`src/rtl/calc_pkg.sv`:
```
// Shared definitions for the calc scheduler: operation encoding, FSM states
// and the iteration-count helper.
package calc_pkg;

  typedef enum logic [1:0] {
    OP_ADD = 2'b00,
    OP_SUB = 2'b01,
    OP_MUL = 2'b10,
    OP_DIV = 2'b11
  } op_t;

  typedef enum logic [2:0] {
    ST_IDLE  = 3'd0,
    ST_LOAD  = 3'd1,
    ST_EXEC  = 3'd2,
    ST_STORE = 3'd3,
    ST_DONE  = 3'd4
  } state_t;

  // MUL and DIV run one step per operand bit; ADD and SUB take a single step.
  function automatic logic is_iter(input op_t op);
    return (op == OP_MUL) || (op == OP_DIV);
  endfunction

endpackage

```
`src/rtl/calc_arb.sv`:
```
// Two-requester arbiter for calc_sched. Round-robin when CALC_SCHED_RR_EN is
// defined, otherwise fixed priority with requester 0 winning.
module calc_arb
  import calc_pkg::*;
(
  input  logic       clock,
  input  logic       reset,   // active-low, asynchronous
  input  logic [1:0] req,
  input  logic       update,
  input  logic       served,
  output logic [1:0] grant
);

`ifdef CALC_SCHED_RR_EN
  logic last;

  always_ff @(posedge clock or negedge reset) begin
    if (!reset) begin
      last <= 1'b1;
    end else if (update) begin
      last <= served;
    end
  end

  // On a tie the requester that was not served last wins.
  always_comb begin
    grant = req;
    if (req == 2'b11) begin
      grant = last ? 2'b01 : 2'b10;
    end
  end
`else
  logic unused_arb;
  assign unused_arb = ^{clock, reset, update, served};

  always_comb begin
    grant = 2'b00;
    if (req[0]) begin
      grant = 2'b01;
    end else if (req[1]) begin
      grant = 2'b10;
    end
  end
`endif

endmodule

```
`src/rtl/calc_sched.sv`:
```
// Control sequencer for a shared iterative ALU serving two requesters.
// Optional round-robin arbitration is enabled with CALC_SCHED_RR_EN.
module calc_sched
  import calc_pkg::*;
#(
  parameter int WIDTH = 8
) (
  input  logic       clock_i,
  input  logic       reset_i,
  input  logic [1:0] req_i,
  input  logic [3:0] fct_i,
  output logic [1:0] gnt_o,
  output logic       sel_o,
  output logic       a_we_o,
  output logic       b_we_o,
  output logic       fct_we_o,
  output logic       step_o,
  output logic       res_we_o,
  output logic       rem_we_o,
  output logic [1:0] done_o,
  output logic       busy_o,
  output state_t     dbg_state
);

  localparam int CW = $clog2(WIDTH + 1);

  state_t        state_q, state_d;
  logic          sel_q;
  op_t           op_q;
  logic [CW-1:0] cnt_q;
  logic [1:0]    arb_grant;
  op_t           load_op;

  calc_arb u_arb (
    .clock  (clock_i),
    .reset  (reset_i),
    .req    (req_i),
    .update (state_q == ST_LOAD),
    .served (sel_q),
    .grant  (arb_grant)
  );

  assign load_op = op_t'(fct_i[{sel_q, 1'b0} +: 2]);

  always_ff @(posedge clock_i or negedge reset_i) begin
    if (!reset_i) begin
      state_q <= ST_IDLE;
      sel_q   <= 1'b0;
      op_q    <= OP_ADD;
      cnt_q   <= '0;
    end else begin
      state_q <= state_d;
      if (state_q == ST_IDLE && (|req_i)) begin
        sel_q <= arb_grant[1];
      end
      if (state_q == ST_LOAD) begin
        op_q  <= load_op;
        cnt_q <= is_iter(load_op) ? CW'(WIDTH) : CW'(1);
      end else if (state_q == ST_EXEC && cnt_q > CW'(1)) begin
        // Held at 1 on the final step so it never wraps.
        cnt_q <= cnt_q - CW'(1);
      end
    end
  end

  always_comb begin
    state_d  = state_q;
    gnt_o    = 2'b00;
    a_we_o   = 1'b0;
    b_we_o   = 1'b0;
    fct_we_o = 1'b0;
    step_o   = 1'b0;
    res_we_o = 1'b0;
    rem_we_o = 1'b0;
    done_o   = 2'b00;
    busy_o   = (state_q != ST_IDLE);
    unique case (state_q)
      ST_IDLE: begin
        if (|req_i) state_d = ST_LOAD;
      end
      ST_LOAD: begin
        a_we_o   = 1'b1;
        b_we_o   = 1'b1;
        fct_we_o = 1'b1;
        gnt_o    = sel_q ? 2'b10 : 2'b01;
        state_d  = ST_EXEC;
      end
      ST_EXEC: begin
        step_o = 1'b1;
        if (cnt_q == CW'(1)) state_d = ST_STORE;
      end
      ST_STORE: begin
        res_we_o = 1'b1;
        rem_we_o = (op_q == OP_DIV);
        state_d  = ST_DONE;
      end
      ST_DONE: begin
        done_o  = sel_q ? 2'b10 : 2'b01;
        state_d = ST_IDLE;
      end
      default: state_d = ST_IDLE;
    endcase
  end

  assign sel_o     = sel_q;
  assign dbg_state = state_q;

endmodule

```
`config.mk`:
```
export PLATFORM = sky130hd
export DESIGN_NAME = calc_sched
export DESIGN_NICKNAME = d
export VERILOG_FILES = /design/src/rtl/calc_pkg.sv /design/src/rtl/calc_arb.sv /design/src/rtl/calc_sched.sv
export SDC_FILE = /design/constraint.sdc
export NUM_CORES = 1
export LEC_CHECK = 0
export ABC_AREA = 0
export CORE_MARGIN = 4
export CORE_UTILIZATION = 38
export CTS_CLUSTER_DIAMETER = 50
export CTS_CLUSTER_SIZE = 10
export DETAILED_ROUTE_END_ITERATION = 16
export PLACE_DENSITY = 0.73
export SYNTH_ARGS = -nofsm -noshare
export SYNTH_HDL_FRONTEND = slang
export SYNTH_HIERARCHICAL = 1
export SYNTH_SLANG_ARGS = --single-unit
```
`constraint.sdc`:
```
create_clock -name clock_i -period 1.62 [get_ports clock_i]
set_input_delay 0.243 -clock clock_i [delete_from_list [all_inputs] [get_ports clock_i]]
set_output_delay 0.243 -clock clock_i [all_outputs]
set_load 0.02 [all_outputs]
```
==> flow_summary.yaml <==
pwr:
  combPwrFrac_pct: 67.5
  p_int_mw: 1.31
  p_leak_nw: 0.523
  switching_share_pct: 40.9
  power.total_mw: 2.22
  p_sw_mw: 0.910
  p_clk_share_pct: 10.3
  p_seq_share_pct: 22.1
  powerDensity_mw_per_mm2: 2190
  ir_worst_vdd_uv: 1150
critical_path:
  path_cells: "buf_6 > or3b_4 > buf_6 > o211a_1 > or3_1"
  path_max_fanout: 5
  ff2ff_path_depth: 5
  start_kind: "flop"
  path_common_cell: "buf_6"
  cp_slowest_cell: "dfrtp_2"
  crit_arrival_ns: 1.84
  rr_startpoint: "dbg_state[2]"
  rr_endpoint: "cnt_q[3]"
  crit_required_ns: 1.77
  crit_type: "flop to flop"
  critical_path.max_stage_delay_ns: 0.42
  cp-end-kind: "flop"
  rrSetupSlack_ns: -0.07
route:
  drt-total-wl_um: 1560
  drtAntennaViolNets: 0
  drt-initial-drc-count: 1
  drt_pre_antenna_iters: 2
  viasPerCell: 5.22
  vias: 590
  drc_errors: 0
  wl_per_cell_um: 13.8
logic_synthesis:
  syn_nets: 72
  synth_cells: 62
  yosys_warnings: 6
  postSynthAreaPerCell_um2: 9.83
  netlist_area_um2: 609
final_layout:
  n_antenna_cell: 0
  fin_area_mm2: 0.00101
  drive_gt1_share_pct: 51.5
  area_growth_syn_to_layout_pct: 66.5
  layoutNonFillerInstCount: 113
  fin_nets: 108
floorplan:
  start_util_pct: 40.4
  core_mm2: 0.00151
  io_pins: 23
  rows: 14
  die_y_um: 48.0
  dieArea_mm2: 0.00231
  die_w_um: 48.0
placed_design:
  place_area_um2: 931
  dp_cells: 107
  dpl.hpwl_um: 1170
  io_buffers: 22
  finalWeightedCongestion: 0.789
  dpl_worst_slack_ns: -0.240
cts:
  worstSkewPairLatency_ns: 0.27
  cts_tree: "yes"
  numClockSinks: 10
  cts_root_buffer: "clkbuf_4"
  clkTransAtPathRegs_ns: 0.07
  clock_path_buffers: 2
  cts_buffers: 3
  htree_levels: 1
hold_path:
  hp-class: "primary input to async pin"
timing:
  rsz0062_at_grt: "true"
  max-slew-margin-rel_pct: 70.2
  setup_tns_ns: -0.180
  worst_slew_pin_slew_ns: 0.445
  fmaxAchievable_ghz: 0.593
  fin_crit_ns: 1.69
  hold_viol_final: 0
  slew_viol_final: 0
  post-route-period-util_pct: 104
  fin_ws_ns: -0.0653
  fin_skew_ns: 0.000668
  setup_viol: 6
run_status:
  status: "complete, but fails checks"
  failed_checks: "negative setup slack"
grt:
  grt_max_degree: 11
  antenna_found_initial: 0
  grt_usage_pct: 16.0
  overflow: 0
  grt_pass1_wl_um: 2440
  grt_pass1_vias: 554
job:
  cap_viol_max_count: 0
==> registers in the layout, summed over array words and instances (netlist names) <==
name / flops
dbg_state: 3
sel_o: 1
op_q: 2
cnt_q: 4
==> layout by cell type, fill, tap and decap left out, types with 3 or more instances in the layout <==
cell type / instances
buf_6: 11
buf_4: 10
clkdlybuf4s50_1: 7
dfrtp_1: 6
inv_1: 5
nor2_1: 5
dfrtp_2: 4
nand2_1: 3
clkbuf_4: 3
dlygate4sd2_1: 3
buf_2: 3
==> worst max-delay path, delay by kind of cell, from the launching register on <==
kind                   cells  cell delay (ns)
and+or+nand+nor            2             0.67
DFF                        1             0.42
buffers and inverters      2             0.26
AOI/OAI and AO/OA          1             0.21
==> how the worst max path moves through the flow <==
stage                 startpoint  endpoint  slack [ns]  cells past startpoint
floorplan           dbg_state[1]  gnt_o[1]      -0.007                      4
global placement    dbg_state[1]  gnt_o[1]       -0.23                      4
detailed placement  dbg_state[1]  gnt_o[1]       -0.24                      4
CTS                 dbg_state[2]  cnt_q[3]       -0.08                      5
global route        dbg_state[2]  cnt_q[3]       -0.11                      5
finish              dbg_state[2]  cnt_q[3]       -0.07                      5
==> final cells by class <==
cell class	count	area (um2)
Clock buffer	4	36.3
Fill cell	118	492
Inverter	6	25.0
Multi-Input combinational cell	41	335
Sequential cell	10	255
Tap cell	16	20.0
Timing Repair Buffer	36	343
==> through the flow <==
stage | util [%] | hold slack [ns]
after floorplan | - | -0.0526
after global placement | 61.8 | 0.458
after detailed placement | 61.8 | 0.465
after CTS | 64.8 | 0.292
after global routing | 67.4 | 0.333
final | 67.4 | 0.283
==> layer usage <==
layer | routed length (um) | up-vias | GRT usage [%]
li1 | - | 288 | -
met1 | 630 | 286 | 18.9
met2 | 847 | 11 | 27.2
met3 | 36 | 5 | 1.13
met4 | 48 | 0 | 11.3
met5 | 0 | - | 0
==> power groups by stage <==
stage / Combinational (mW) / Sequential (mW) / Clock (mW)
floorplan: 0.698 / 0.532 / 0
global placement: 1.33 / 0.479 / 0
detailed placement: 1.35 / 0.482 / 0
CTS: 1.41 / 0.483 / 0.235
global route: 1.62 / 0.510 / 0.245
finish: 1.50 / 0.492 / 0.229
==> what timing repair did <==
action,4_1_cts,5_1_grt
buffers inserted,2,0
gates resized for setup,66,11
gates cloned,0,0
setup endpoints to repair,16,13
hold buffers,0,0
pin swaps,0,1
No activity file was read; power rests on OpenSTA's default activity.
